### config.mk
export PLATFORM = sky130hd
export DESIGN_NAME = timekeeper_flat
export DESIGN_NICKNAME = d
export VERILOG_FILES = /design/src/rtl/timekeeper_if.sv /design/src/rtl/timekeeper.sv /design/src/flat_wrapper.sv
export SDC_FILE = /design/constraint.sdc
export NUM_CORES = 1
export LEC_CHECK = 0
export CAP_MARGIN = 5
export CORE_MARGIN = 8
export CORE_UTILIZATION = 50
export DETAILED_ROUTE_END_ITERATION = 12
export GPL_TIMING_DRIVEN = 0
export PLACE_DENSITY = 0.78
export SYNTH_ARGS = -nofsm -noshare
export SYNTH_HDL_FRONTEND = slang
export SYNTH_SLANG_ARGS = --single-unit
export TNS_END_PERCENT = 30
### constraint.sdc
create_clock -name clk -period 2.5 [get_ports clk]
set_clock_uncertainty 0.2 [all_clocks]
set_input_delay 0.25 -clock clk [delete_from_list [all_inputs] [get_ports clk]]
set_output_delay 0.25 -clock clk [all_outputs]
set_load 0.01 [all_outputs]
### src/rtl/timekeeper_if.sv
// Control/status bundle of the timekeeper: mode and adjust controls, load
// request with its values, and the time/pulse outputs.
interface timekeeper_if;
    logic       en;
    logic       updown;
    logic       adj_sec;
    logic       adj_min;
    logic       adj_hour;
    logic       load;
    logic [5:0] load_sec;
    logic [5:0] load_min;
    logic [4:0] load_hour;
    logic       mode12;
    logic [5:0] secCount;
    logic [5:0] minCount;
    logic [4:0] hourCount;
    logic [4:0] hourDisp;
    logic       pm;
    logic       sec_tick;
    logic       day_tick;
    logic       load_err;

    modport master (
        output en, updown, adj_sec, adj_min, adj_hour, load,
               load_sec, load_min, load_hour, mode12,
        input  secCount, minCount, hourCount, hourDisp, pm,
               sec_tick, day_tick, load_err
    );

    modport slave (
        input  en, updown, adj_sec, adj_min, adj_hour, load,
               load_sec, load_min, load_hour, mode12,
        output secCount, minCount, hourCount, hourDisp, pm,
               sec_tick, day_tick, load_err
    );
endinterface

### src/rtl/timekeeper.sv
// Up/down hh:mm:ss clock with a one-second prescaler, per-field adjust,
// validated parallel load and a 12/24-hour display view.
module timekeeper #(
    parameter int TICK_DIV = 100000000
) (
    input  logic         clk,
    input  logic         rst,
    timekeeper_if.slave  bus
);
    localparam int            PW   = $clog2(TICK_DIV);
    localparam logic [PW-1:0] TERM = PW'(TICK_DIV - 1);

    logic [PW-1:0] presc_q, presc_d;
    logic [5:0]    sec_q, sec_d;
    logic [5:0]    min_q, min_d;
    logic [4:0]    hour_q, hour_d;
    logic          sec_tick_q, sec_tick_d;
    logic          day_tick_q, day_tick_d;
    logic          load_err_q, load_err_d;

    logic term, load_ok, sec_wrap, min_wrap, hour_wrap;

    function automatic logic [5:0] step60(input logic [5:0] v, input logic up);
        if (up) return (v == 6'd59) ? 6'd0 : v + 6'd1;
        else    return (v == 6'd0)  ? 6'd59 : v - 6'd1;
    endfunction

    function automatic logic [4:0] step24(input logic [4:0] v, input logic up);
        if (up) return (v == 5'd23) ? 5'd0 : v + 5'd1;
        else    return (v == 5'd0)  ? 5'd23 : v - 5'd1;
    endfunction

    assign term    = bus.en && (presc_q == TERM);
    assign load_ok = bus.load && (bus.load_sec <= 6'd59) &&
                     (bus.load_min <= 6'd59) && (bus.load_hour <= 5'd23);

    // A field "wraps" when the next step in the current direction rolls it over.
    assign sec_wrap  = bus.updown ? (sec_q  == 6'd59) : (sec_q  == 6'd0);
    assign min_wrap  = bus.updown ? (min_q  == 6'd59) : (min_q  == 6'd0);
    assign hour_wrap = bus.updown ? (hour_q == 5'd23) : (hour_q == 5'd0);

    always_comb begin
        presc_d    = bus.en ? (term ? '0 : presc_q + PW'(1)) : '0;
        sec_d      = sec_q;
        min_d      = min_q;
        hour_d     = hour_q;
        sec_tick_d = term;
        day_tick_d = 1'b0;
        load_err_d = bus.load && !load_ok;

        // Accepted load wins over everything and swallows a coincident tick.
        if (load_ok) begin
            sec_d   = bus.load_sec;
            min_d   = bus.load_min;
            hour_d  = bus.load_hour;
            presc_d = '0;
        end else if (!bus.en) begin
            if (bus.adj_sec)  sec_d  = step60(sec_q,  bus.updown);
            if (bus.adj_min)  min_d  = step60(min_q,  bus.updown);
            if (bus.adj_hour) hour_d = step24(hour_q, bus.updown);
        end else if (term) begin
            sec_d = step60(sec_q, bus.updown);
            if (sec_wrap) begin
                min_d = step60(min_q, bus.updown);
                if (min_wrap) begin
                    hour_d     = step24(hour_q, bus.updown);
                    day_tick_d = hour_wrap;
                end
            end
        end
    end

    always_ff @(posedge clk or posedge rst) begin
        if (rst) begin
            presc_q    <= '0;
            sec_q      <= '0;
            min_q      <= '0;
            hour_q     <= '0;
            sec_tick_q <= 1'b0;
            day_tick_q <= 1'b0;
            load_err_q <= 1'b0;
        end else begin
            presc_q    <= presc_d;
            sec_q      <= sec_d;
            min_q      <= min_d;
            hour_q     <= hour_d;
            sec_tick_q <= sec_tick_d;
            day_tick_q <= day_tick_d;
            load_err_q <= load_err_d;
        end
    end

    always_comb begin
        bus.hourDisp = hour_q;
        if (bus.mode12) begin
            if (hour_q == 5'd0)       bus.hourDisp = 5'd12;
            else if (hour_q > 5'd12)  bus.hourDisp = hour_q - 5'd12;
        end
    end

    assign bus.secCount  = sec_q;
    assign bus.minCount  = min_q;
    assign bus.hourCount = hour_q;
    assign bus.pm        = (hour_q >= 5'd12);
    assign bus.sec_tick  = sec_tick_q;
    assign bus.day_tick  = day_tick_q;
    assign bus.load_err  = load_err_q;
endmodule

### src/flat_wrapper.sv
// flat-port wrapper written by rule: the top's interface ports become plain ports
module timekeeper_flat 
#(
    parameter int TICK_DIV = 100000000
)
  (clk, rst, bus_en, bus_updown, bus_adj_sec, bus_adj_min, bus_adj_hour, bus_load, bus_load_sec, bus_load_min, bus_load_hour, bus_mode12, bus_secCount, bus_minCount, bus_hourCount, bus_hourDisp, bus_pm, bus_sec_tick, bus_day_tick, bus_load_err);
  timekeeper_if bus_i ();
  input  logic clk;
  input  logic rst;
  input wire logic [$bits(bus_i.en)-1:0] bus_en;
  input wire logic [$bits(bus_i.updown)-1:0] bus_updown;
  input wire logic [$bits(bus_i.adj_sec)-1:0] bus_adj_sec;
  input wire logic [$bits(bus_i.adj_min)-1:0] bus_adj_min;
  input wire logic [$bits(bus_i.adj_hour)-1:0] bus_adj_hour;
  input wire logic [$bits(bus_i.load)-1:0] bus_load;
  input wire logic [$bits(bus_i.load_sec)-1:0] bus_load_sec;
  input wire logic [$bits(bus_i.load_min)-1:0] bus_load_min;
  input wire logic [$bits(bus_i.load_hour)-1:0] bus_load_hour;
  input wire logic [$bits(bus_i.mode12)-1:0] bus_mode12;
  output wire logic [$bits(bus_i.secCount)-1:0] bus_secCount;
  output wire logic [$bits(bus_i.minCount)-1:0] bus_minCount;
  output wire logic [$bits(bus_i.hourCount)-1:0] bus_hourCount;
  output wire logic [$bits(bus_i.hourDisp)-1:0] bus_hourDisp;
  output wire logic [$bits(bus_i.pm)-1:0] bus_pm;
  output wire logic [$bits(bus_i.sec_tick)-1:0] bus_sec_tick;
  output wire logic [$bits(bus_i.day_tick)-1:0] bus_day_tick;
  output wire logic [$bits(bus_i.load_err)-1:0] bus_load_err;
  assign bus_i.en = bus_en;
  assign bus_i.updown = bus_updown;
  assign bus_i.adj_sec = bus_adj_sec;
  assign bus_i.adj_min = bus_adj_min;
  assign bus_i.adj_hour = bus_adj_hour;
  assign bus_i.load = bus_load;
  assign bus_i.load_sec = bus_load_sec;
  assign bus_i.load_min = bus_load_min;
  assign bus_i.load_hour = bus_load_hour;
  assign bus_i.mode12 = bus_mode12;
  assign bus_secCount = bus_i.secCount;
  assign bus_minCount = bus_i.minCount;
  assign bus_hourCount = bus_i.hourCount;
  assign bus_hourDisp = bus_i.hourDisp;
  assign bus_pm = bus_i.pm;
  assign bus_sec_tick = bus_i.sec_tick;
  assign bus_day_tick = bus_i.day_tick;
  assign bus_load_err = bus_i.load_err;
  timekeeper #(.TICK_DIV(TICK_DIV)) u_core (.clk(clk), .rst(rst), .bus(bus_i));
endmodule
==> key figures <==
Timing
  • Maximum clock frequency: 417 MHz
  • Fin crit share: 0.960
  • Setup violators final: 0
  • Max-slew violations: 0
  • WHS: 0.00200 ns
  • Setup ws final: 0.0991 ns
  • Worst-Margin Slew: 0.563 ns
  • Fin crit period: 2.40 ns
  • Hold Vio Cnt, Final: 0
  • Slew margin rel.: 0.624
  • Setup TNS: 0 ns

Clocking
  • CTS HTree Levels: 2
  • Clock transition at path regs: 0.09 ns
  • Max clock buf depth: 2
  • CTS tree: yes
  • Clock sinks: 47
  • Clock Latency Late Sink: 0.30 ns
  • # hold bufs at CTS: 0
  • CTS Root Cell: clkbuf_8
  • TritonCTS Buffers: 5

Yosys
  • Syn_nets: 439
  • Yosys reg bits: 47
  • Post-synth cell types: 65
  • Async set-reset flop share out of synthesis: 1.00
  • Avg Inst Size Synth: 8.60 um^2
  • Synth Instances: 399
  • Sequential area share after synthesis: 0.343
  • Top FF cell, synth: dfrtp_1
  • Mapped cell area: 0.00343 mm^2
  • Synth warn: 0
  • Post-synth EDFFs: 0

Power
  • Pwr Density: 774 mW/mm^2
  • Worst vdd ir: 370 uV
  • Static leakage: 1.76 nW

Layout
  • Final Util: 0.645
  • Fraction of layout cells with a size suffix above 1: 0.143
  • Nets: 513
  • Diode count: 0
  • Layout area overhead: 26.3%
  • Post-Layout Cell Count: 554

Flow run
  • Max-Cap Viols: 0

Floorplan
  • Die Y: 98.9 um
  • Die Area: 0.00977 mm^2
  • Core box area: 0.00672 mm^2
  • Die X: 98.9 um
  • Initial Util: 0.511
  • IO Pins: 52
  • Row cnt: 30

Critical path
  • Worst setup EP type: output port
  • Slowest stage delay, CP: 0.56 ns
  • Arrival time worst endpoint: 1.95 ns
  • Crit-path slowest cell: clkdlybuf4s50_1
  • Worst-path fanout max: 5
  • Required @ worst endpoint: 2.05 ns
  • Worst path cell trace: inv_2 > ha_2 > and3b_2 > a21oi_1 > clkdlybuf4s50_1
  • CP startpoint kind: flip-flop
  • Critical path class: flip-flop to output port

Drt
  • Vias/cell: 5.98
  • Routed len/inst: 17.3 um
  • DR iter-0 viols: 183
  • Via Count: 3313
  • Antenna Violating Nets Remaining: 0
  • Total Routed Length: 9.60 mm
  • DRC violations left: 0
  • Pre-antenna DRT Iters: 6

Global route
  • Initial antenna violation count: 0
  • GRT Util Overall: 0.191
  • First-pass GRT wire length: 15.5 mm
  • Vias in the first global route: 3250
  • Largest net degree at the start of global routing: 38
  • Total gr overflow: 0

Min path
  • HP Class: input port to asynchronous set/reset pin

Placed design
  • Placed Instances: 530
  • Port bufs: 50
  • Pre-CTS setup slack: -0.171 ns
  • DP HPWL: 6.88 mm
  • RePlAce Congestion: 0.947

Status
  • Run status: complete, no violations
==> through the flow <==
step / cell area [um^2] / power [mW]
2_1_floorplan: 3430 / 2.07
6_report: 4340 / 3.35
5_1_grt: 4340 / 3.59
3_5_place_dp: 4050 / 2.71
3_3_place_gp: 4030 / 2.67
4_1_cts: 4210 / 3.26
==> logic make-up (layout without fill, tap and decap cells) <==
kind of cell | Yosys count | in the layout | synth area share
simple gates | 163 | 163 | 0.259
compound gates | 88 | 88 | 0.176
flops | 47 | 47 | 0.343
buf+inv | 45 | 120 | 0.0554
xor+xnor | 31 | 31 | 0.0791
fa+ha+maj | 14 | 14 | 0.0510
mux | 11 | 11 | 0.0364
==> synth_stat cells, types with 3 or more instances <==
cell type | n | area (um^2)
a211oi_1 | 8 | 60.1
a21o_1 | 3 | 22.5
a21oi_1 | 15 | 75.1
a311oi_1 | 4 | 35.0
and3_1 | 5 | 31.3
and4_1 | 3 | 26.3
and4b_1 | 3 | 30.0
buf_4 | 3 | 22.5
clkbuf_1 | 17 | 63.8
dfrtp_1 | 47 | 1180
ha_1 | 14 | 175
inv_1 | 19 | 71.3
mux2_4 | 3 | 45.0
mux2i_1 | 8 | 80.1
nand2_1 | 29 | 109
nand2b_1 | 3 | 18.8
nand3_1 | 19 | 95.1
nand4_1 | 10 | 62.6
nor2_1 | 42 | 158
nor2b_1 | 6 | 37.5
nor3_1 | 9 | 45.0
nor3b_1 | 3 | 22.5
nor4_1 | 9 | 56.3
o211ai_1 | 5 | 37.5
o21ai_0 | 22 | 110
o22ai_1 | 3 | 18.8
o311a_1 | 3 | 30.0
o31ai_1 | 3 | 22.5
or3_1 | 3 | 18.8
xnor2_1 | 22 | 193
xor2_1 | 9 | 78.8
==> flip-flops by register name, summed over array words and instances (netlist names) <==
register and cells:
u_core.bus.minCount 6, u_core.bus.secCount 6, u_core.presc_q 27, u_core.bus.load_err 1
u_core.bus.sec_tick 1, u_core.bus.hourCount 5, u_core.bus.day_tick 1
==> final timing paths <==
path | endpoint | cells after the start | startpoint | slack [ns]
max | bus_hourDisp[0] | 5 | u_core.bus.hourCount[2]$_DFFE_PP0P_ | 0.1
min | u_core.bus.secCount[5]$_DFFE_PP0P_ | 2 | rst | 0.002
max reg2reg | u_core.bus.minCount[2]$_DFFE_PP0P_ | 7 | u_core.bus.secCount[1]$_DFFE_PP0P_ | 0.12
min reg2reg | u_core.presc_q[0]$_DFF_PP0_ | 1 | u_core.presc_q[0]$_DFF_PP0_ | 0.28
max in group asynchronous | u_core.bus.hourCount[3]$_DFFE_PP0P_ | 3 | rst | 1.59
min in group clk | u_core.presc_q[0]$_DFF_PP0_ | 1 | u_core.presc_q[0]$_DFF_PP0_ | 0.28
==> power breakdown <==
group	total [mW]	switching (mW)	internal, mW
combinational	1.88	0.945	0.933
sequential	1.02	0.136	0.881
clock	0.460	0.264	0.196
==> critical path: cells and delay by family (launching register included) <==
kind                       cells  cell delay, ns
AOI/OAI and AO/OA              1            0.17
adders and majority gates      1            0.21
buffers and inverters          2            0.63
DFF                            1            0.40
and+or+nand+nor                1            0.23
==> routing by layer <==
layer  wire length (um)  global-route usage  vias up
li1                   -                   -     1594
met1               4180               0.236     1572
met2               4670               0.326      137
met3                616              0.0338       10
met4                136              0.0614        0
met5                  0                   0        -
==> cell type report <==
class                   instances  area [um^2]
inverters                      20         75.1
repair buffers                 68          649
clock buffers                   6         72.6
clock inverters                 2         12.5
plain buffers                  24          116
fillers                       597         2380
well taps                      80          100
multi-input cells             307         2130
flip-flops and latches         47         1180
==> placed cells by master (no fill, tap or decap), types with 3 or more instances in the layout <==
cell type and count:
clkdlybuf4s50_1 48, nor2_1 42, dfrtp_1 41, nand2_1 29
xnor2_1 22, o21ai_0 21, buf_4 20, nand3_1 19
a21oi_1 15, inv_1 14, clkbuf_1 13, nand4_1 10
ha_1 10, xor2_1 9, nor3_1 9, mux2i_1 8
a211oi_1 8, nor4_1 8, nor2b_1 6, dfrtp_2 6
and3_1 5, inv_2 5, o211ai_1 5, clkbuf_8 5
a311oi_1 4, buf_2 3, clkbuf_2 3, or3_1 3
nand2b_1 3, and4_1 3, o311a_1 3, and4b_1 3
a21o_1 3, nor3b_1 3, mux2_4 3, o31ai_1 3
ha_2 3
==> what timing repair did <==
action                     4_1_cts  5_1_grt
setup endpoints to repair       10       37
gates resized for setup         15       18
buffers inserted                 7       10
pin swaps                        2        6
(Power assumes the default switching activity.)
